## src/rtl/puf_resp_ctrl.sv

```systemverilog
// RO-PUF challenge/response controller: settles each RO pair, counts edges over a window, packs compare bits.
// Optional build macro PUF_TIE_FLAG_EN adds the tie_mask output flagging unreliable (tied/saturated) bits.
module puf_resp_ctrl #(
    parameter int CNT_W     = 8,
    parameter int WINDOW    = 256,
    parameter int SETTLE    = 16,
    parameter int RESP_BITS = 8,
    parameter int SEL_W     = 5
) (
    input  logic                 clk,
    input  logic                 rst_n,      // synchronous, active-high despite the legacy name
    input  logic                 start,
    input  logic [SEL_W-1:0]     challenge,
    input  logic                 ro_a,
    input  logic                 ro_b,
    output logic                 ro_ena,
    output logic [SEL_W-1:0]     sel,
    output logic                 busy,
    output logic [RESP_BITS-1:0] resp,
    output logic                 resp_valid,
    input  logic                 resp_ready
`ifdef PUF_TIE_FLAG_EN
    ,
    output logic [RESP_BITS-1:0] tie_mask
`endif
);

    localparam logic [2:0] S_IDLE    = 3'd0;
    localparam logic [2:0] S_SETTLE  = 3'd1;
    localparam logic [2:0] S_MEASURE = 3'd2;
    localparam logic [2:0] S_COMPARE = 3'd3;
    localparam logic [2:0] S_DONE    = 3'd4;

    localparam int TMR_W = $clog2((WINDOW > SETTLE) ? WINDOW : SETTLE);
    localparam int IDX_W = (RESP_BITS > 1) ? $clog2(RESP_BITS) : 1;

    localparam logic [CNT_W-1:0] CNT_MAX     = {CNT_W{1'b1}};
    localparam logic [TMR_W-1:0] SETTLE_LAST = TMR_W'(SETTLE - 1);
    localparam logic [TMR_W-1:0] WINDOW_LAST = TMR_W'(WINDOW - 1);
    localparam logic [IDX_W-1:0] IDX_LAST    = IDX_W'(RESP_BITS - 1);

    logic [2:0]       state;
    logic [TMR_W-1:0] tmr;
    logic [IDX_W-1:0] idx;
    logic [2:0]       sync_a;
    logic [2:0]       sync_b;
    logic             edge_a;
    logic             edge_b;
    logic [CNT_W-1:0] cnt_a;
    logic [CNT_W-1:0] cnt_b;

    // [0],[1] form the synchronizer; [2] is history, so an edge is seen for exactly one clk.
    assign edge_a = sync_a[1] & ~sync_a[2];
    assign edge_b = sync_b[1] & ~sync_b[2];
    assign busy   = (state != S_IDLE);

    // NOTE: every flop here uses non-blocking assignment so all registers update from the same pre-edge values.
    always_ff @(posedge clk) begin
        if (rst_n) begin
            sync_a <= '0;
            sync_b <= '0;
        end else begin
            sync_a <= {sync_a[1:0], ro_a};
            sync_b <= {sync_b[1:0], ro_b};
        end
    end

    // Counters only run in MEASURE, so they are zero throughout SETTLE and re-armed for every bit.
    always_ff @(posedge clk) begin
        if (rst_n || state != S_MEASURE) begin
            cnt_a <= '0;
            cnt_b <= '0;
        end else begin
            if (edge_a && cnt_a != CNT_MAX) cnt_a <= cnt_a + CNT_W'(1);
            if (edge_b && cnt_b != CNT_MAX) cnt_b <= cnt_b + CNT_W'(1);
        end
    end

    always_ff @(posedge clk) begin
        if (rst_n) begin
            state      <= S_IDLE;
            tmr        <= '0;
            idx        <= '0;
            sel        <= '0;
            ro_ena     <= 1'b0;
            resp       <= '0;
            resp_valid <= 1'b0;
        end else begin
            case (state)
                S_IDLE: begin
                    if (start) begin
                        sel    <= challenge;
                        resp   <= '0;
                        idx    <= '0;
                        tmr    <= '0;
                        ro_ena <= 1'b1;
                        state  <= S_SETTLE;
                    end
                end
                S_SETTLE: begin
                    if (tmr == SETTLE_LAST) begin
                        tmr   <= '0;
                        state <= S_MEASURE;
                    end else begin
                        tmr <= tmr + TMR_W'(1);
                    end
                end
                S_MEASURE: begin
                    if (tmr == WINDOW_LAST) begin
                        tmr   <= '0;
                        state <= S_COMPARE;
                    end else begin
                        tmr <= tmr + TMR_W'(1);
                    end
                end
                S_COMPARE: begin
                    resp[idx] <= (cnt_a > cnt_b);
                    if (idx == IDX_LAST) begin
                        ro_ena <= 1'b0;
                        state  <= S_DONE;
                    end else begin
                        idx   <= idx + IDX_W'(1);
                        sel   <= sel + SEL_W'(1);
                        state <= S_SETTLE;
                    end
                end
                S_DONE: begin
                    // valid rises one cycle after entry; the transfer happens on the valid&ready edge
                    if (!resp_valid) begin
                        resp_valid <= 1'b1;
                    end else if (resp_ready) begin
                        resp_valid <= 1'b0;
                        state      <= S_IDLE;
                    end
                end
                default: state <= S_IDLE;
            endcase
        end
    end

`ifdef PUF_TIE_FLAG_EN
    always_ff @(posedge clk) begin
        if (rst_n) begin
            tie_mask <= '0;
        end else if (state == S_IDLE && start) begin
            tie_mask <= '0;
        end else if (state == S_COMPARE) begin
            tie_mask[idx] <= (cnt_a == cnt_b) | (cnt_a == CNT_MAX) | (cnt_b == CNT_MAX);
        end
    end
`endif

endmodule

```

## config.mk

```make
export PLATFORM = sky130hd
export DESIGN_NAME = puf_resp_ctrl
export DESIGN_NICKNAME = d
export VERILOG_FILES = /design/src/rtl/puf_resp_ctrl.sv
export SDC_FILE = /design/constraint.sdc
export NUM_CORES = 1
export LEC_CHECK = 0
export BUFFER_PORTS_ARGS = -buffer_cell sky130_fd_sc_hd__buf_2
export CORE_MARGIN = 2
export CORE_UTILIZATION = 47
export DETAILED_ROUTE_END_ITERATION = 8
export GPL_ROUTABILITY_DRIVEN = 1
export PLACE_DENSITY_LB_ADDON = 0.2
export SLEW_MARGIN = 30
export SYNTH_ARGS = -nofsm -noshare
export SYNTH_HDL_FRONTEND = slang
export SYNTH_SLANG_ARGS = --single-unit
export TNS_END_PERCENT = 50
```

## constraint.sdc

```tcl
create_clock -name clk -period 1.66 [get_ports clk]
set_input_delay 0.166 -clock clk [delete_from_list [all_inputs] [get_ports clk]]
set_output_delay 0.166 -clock clk [all_outputs]
set_load 0.01 [all_outputs]
```

==> run_results.csv <==
group,metric,value,unit
route,postRouteAntennaNets,0,
critical_path,cp.arrival,1.77,ns
timing,period_needed,1.601,ns
yosys,ys_async_sr_fraction,0,%
finish,finalNonFillerCells,431,
die,rows,26,
route,remaining_drc_errors,0,
die,core_area,5205,µm²
yosys,syn_nets,329,
flow_run,maxCapViolCount,0,
yosys,syn_avg_cell_area,8.458,µm²
finish,final_util,63.77,%
timing,max-slew-margin-rel,59.73,%
timing,finalSetupTns,0,ns
clock_tree,htreeDepth,2,
clock_tree,numCtsBuffers,5,
critical_path,endpoint_kind,"register",
route,route.vias.total,2347,
finish,drive_gt1_share,34.07,%
yosys,synth_cell_types,45,
power_and_ir_drop,peakVddDrop,0.6324,mV
clock_tree,cts_buffer_depth,2,
finish,syn_to_final_growth,29.10,%
yosys,synthFlopType,"dfxtp_1",
global_route,grt_first_pass_wirelength,9625,µm
die,ios,27,
place,place.detailed.hpwl,3931,µm
route,via_per_inst,5.445,
clock_tree,insertion_delay,0.29,ns
timing,finalHoldViolCount,0,
yosys,yosys.area.top_type,"dfxtp_1",
global_route,antenna_found_initial,0,
global_route,grt_pass1_vias,2192,
power_and_ir_drop,powerDensity,969.4,nW/µm²
route,drtIter0Drc,107,
route,first_pass_iters,4,
route,wl_per_cell,13.82,µm
critical_path,cp_max_fo,5,
clock_tree,clock_sinks,51,
timing,timing.final.crit_share,96.44,%
clock_tree,root_buffer,"clkbuf_8",
die,die_area,6079,µm²
power_and_ir_drop,p_leak,1.242,nW
critical_path,startpoint_type,"register",
timing,slew_viol_final,0,
finish,final_common_cell,"dfxtp_1",
timing,fin_ws,0.05902,ns
clock_tree,cts_hold_buf,0,
timing,worst_pin_slew,0.6041,ns
timing,max_freq,0.6246,GHz
yosys,synth_cells,304,
place,dpl.cell_count,413,
die,start_util,49.40,%
place,gp_congestion,0.7949,
min_path,hp-class,"in -> reg",
critical_path,r2r_slack,0.06,ns
timing,setup-violations-final,0,
die,die_x,77.97,µm
clock_tree,path_clk_slew,0.08,ns
critical_path,required,1.83,ns
yosys,yosys-top-cells-area,"dfxtp_1, ha_1, nand3_1",
place,dp_slack,-0.06394,ns
timing,rsz0062_at_grt,"yes",
die,fp.dieH,77.97,µm
yosys,yosysWarnings,0,
critical_path,path_class,"reg -> reg",
global_route,grt_max_degree,17,
yosys,yosysSeqAreaShare,39.71,%
yosys,syn_area,2571,µm²
finish,mostFrequentLayoutCells,"dfxtp_1, nor2_1, buf_4, buf_2",
finish,num-fill-cells,477,
finish,nNetsFinal,387,
route,finalWirelength,5955,µm
global_route,grt_usage,19.40,%
yosys,netlist.area_leader.share,39.71,%
finish,num_antenna_cells,0,
timing,holdWs,0.07979,ns
yosys,synth_edf_count,0,
run_status,status,"completed",
global_route,overflow,0,
place,numPortBuffers,26,
timing,skew,0.002797,ns
yosys,ys_ff_latch,51,
clock_tree,cts_tree,"built",
## report_power, final
group	switching (W)	leakage, nW	internal (W)
registers	0.0000866	0.420	0.00132
clock network	0.000377	0.0371	0.000282
logic	0.000655	0.785	0.000501
## worst max-delay path, stage by stage (launching register included)
cell and delay, ns:
dfxtp_1 0.45, nand3_2 0.18, o311ai_4 0.31, buf_6 0.16, buf_4 0.12, buf_4 0.10, xnor2_1 0.11, nor2_1 0.05
## stage by stage
stage / total power, W / cell area [µm²]
2_1_floorplan: 0.002067 / 2576
3_3_place_gp: 0.002342 / 2922
3_5_place_dp: 0.002360 / 2922
4_1_cts: 0.003040 / 3048
5_1_grt: 0.003416 / 3319
6_report: 0.003218 / 3319
## per-layer routing
| metal | part of all wire (%) | GRT usage (%) |
|---|---|---|
| met1 | 47 | 25.69 |
| met2 | 49 | 31.81 |
| met3 | 3.0 | 3.256 |
| met4 | 1.1 | 7.018 |
| met5 | 0 | 0 |
## kinds of logic after synthesis
kind of cell    count (synthesis)  share of synthesized area, %
simple gates                  132                         25.25
buf+inv                        25                         3.795
xor+xnor                       12                         4.088
compound gates                 68                         19.56
mux                             2                        0.7786
flops                          51                         39.71
fa+ha+maj                      14                         6.813
## sequential cells by signal (all words and copies together) (netlist names)
| register | cells |
|---|---|
| idx | 3 |
| resp | 8 |
| sync_a | 3 |
| ro_ena | 1 |
| sel | 5 |
| sync_b | 3 |
| cnt_a | 8 |
| cnt_b | 8 |
| resp_valid | 1 |
| tmr | 8 |
| state | 3 |
## final timing paths
check	to	startpoint	cells past startpoint
setup / recovery	cnt_a[0]$_SDFFE_PP0P_	cnt_a[4]$_SDFFE_PP0P_	7
hold / removal	sync_b[0]$_SDFF_PP0_	ro_b	2
setup reg to reg	cnt_a[0]$_SDFFE_PP0P_	cnt_a[4]$_SDFFE_PP0P_	7
hold reg to reg	sync_b[1]$_SDFF_PP0_	sync_b[0]$_SDFF_PP0_	1
## final cells by class
type,instances,area (µm²),share of cell area (%)
Multi-Input combinational cell,229,1664,50.13
Clock buffer,6,72.57,2.186
Tap cell,70,87.58,2.639
Inverter,16,60.06,1.809
Sequential cell,51,1040,31.32
Timing Repair Buffer,59,395.4,11.91
## cells in the mapped netlist (2+ instances only)
| cell | n |
|---|---|
| nor2b_1 | 12 |
| a31oi_1 | 3 |
| dfxtp_1 | 51 |
| a21oi_1 | 21 |
| clkbuf_1 | 6 |
| nor2_1 | 32 |
| xor2_1 | 2 |
| or3_1 | 4 |
| and2_1 | 3 |
| xnor2_1 | 10 |
| nand4_1 | 3 |
| ha_1 | 14 |
| a211oi_2 | 2 |
| buf_2 | 3 |
| nor4_1 | 5 |
| o21ai_0 | 12 |
| nand3b_1 | 2 |
| nand3_1 | 26 |
| a211oi_1 | 3 |
| and3_1 | 5 |
| a22oi_1 | 3 |
| nor3b_1 | 2 |
| o22ai_1 | 2 |
| nor3_1 | 5 |
| nand2b_1 | 3 |
| mux2i_1 | 2 |
| inv_1 | 15 |
| o31ai_1 | 9 |
| nand2_1 | 28 |
## timing repair
action                     4_1_cts  5_1_grt
setup buffers                    2        9
resized for setup               10       49
setup endpoints to repair       14       31
pin swaps                       10       22
cloned                           0        1
No activity file was read; power rests on OpenSTA's default activity.
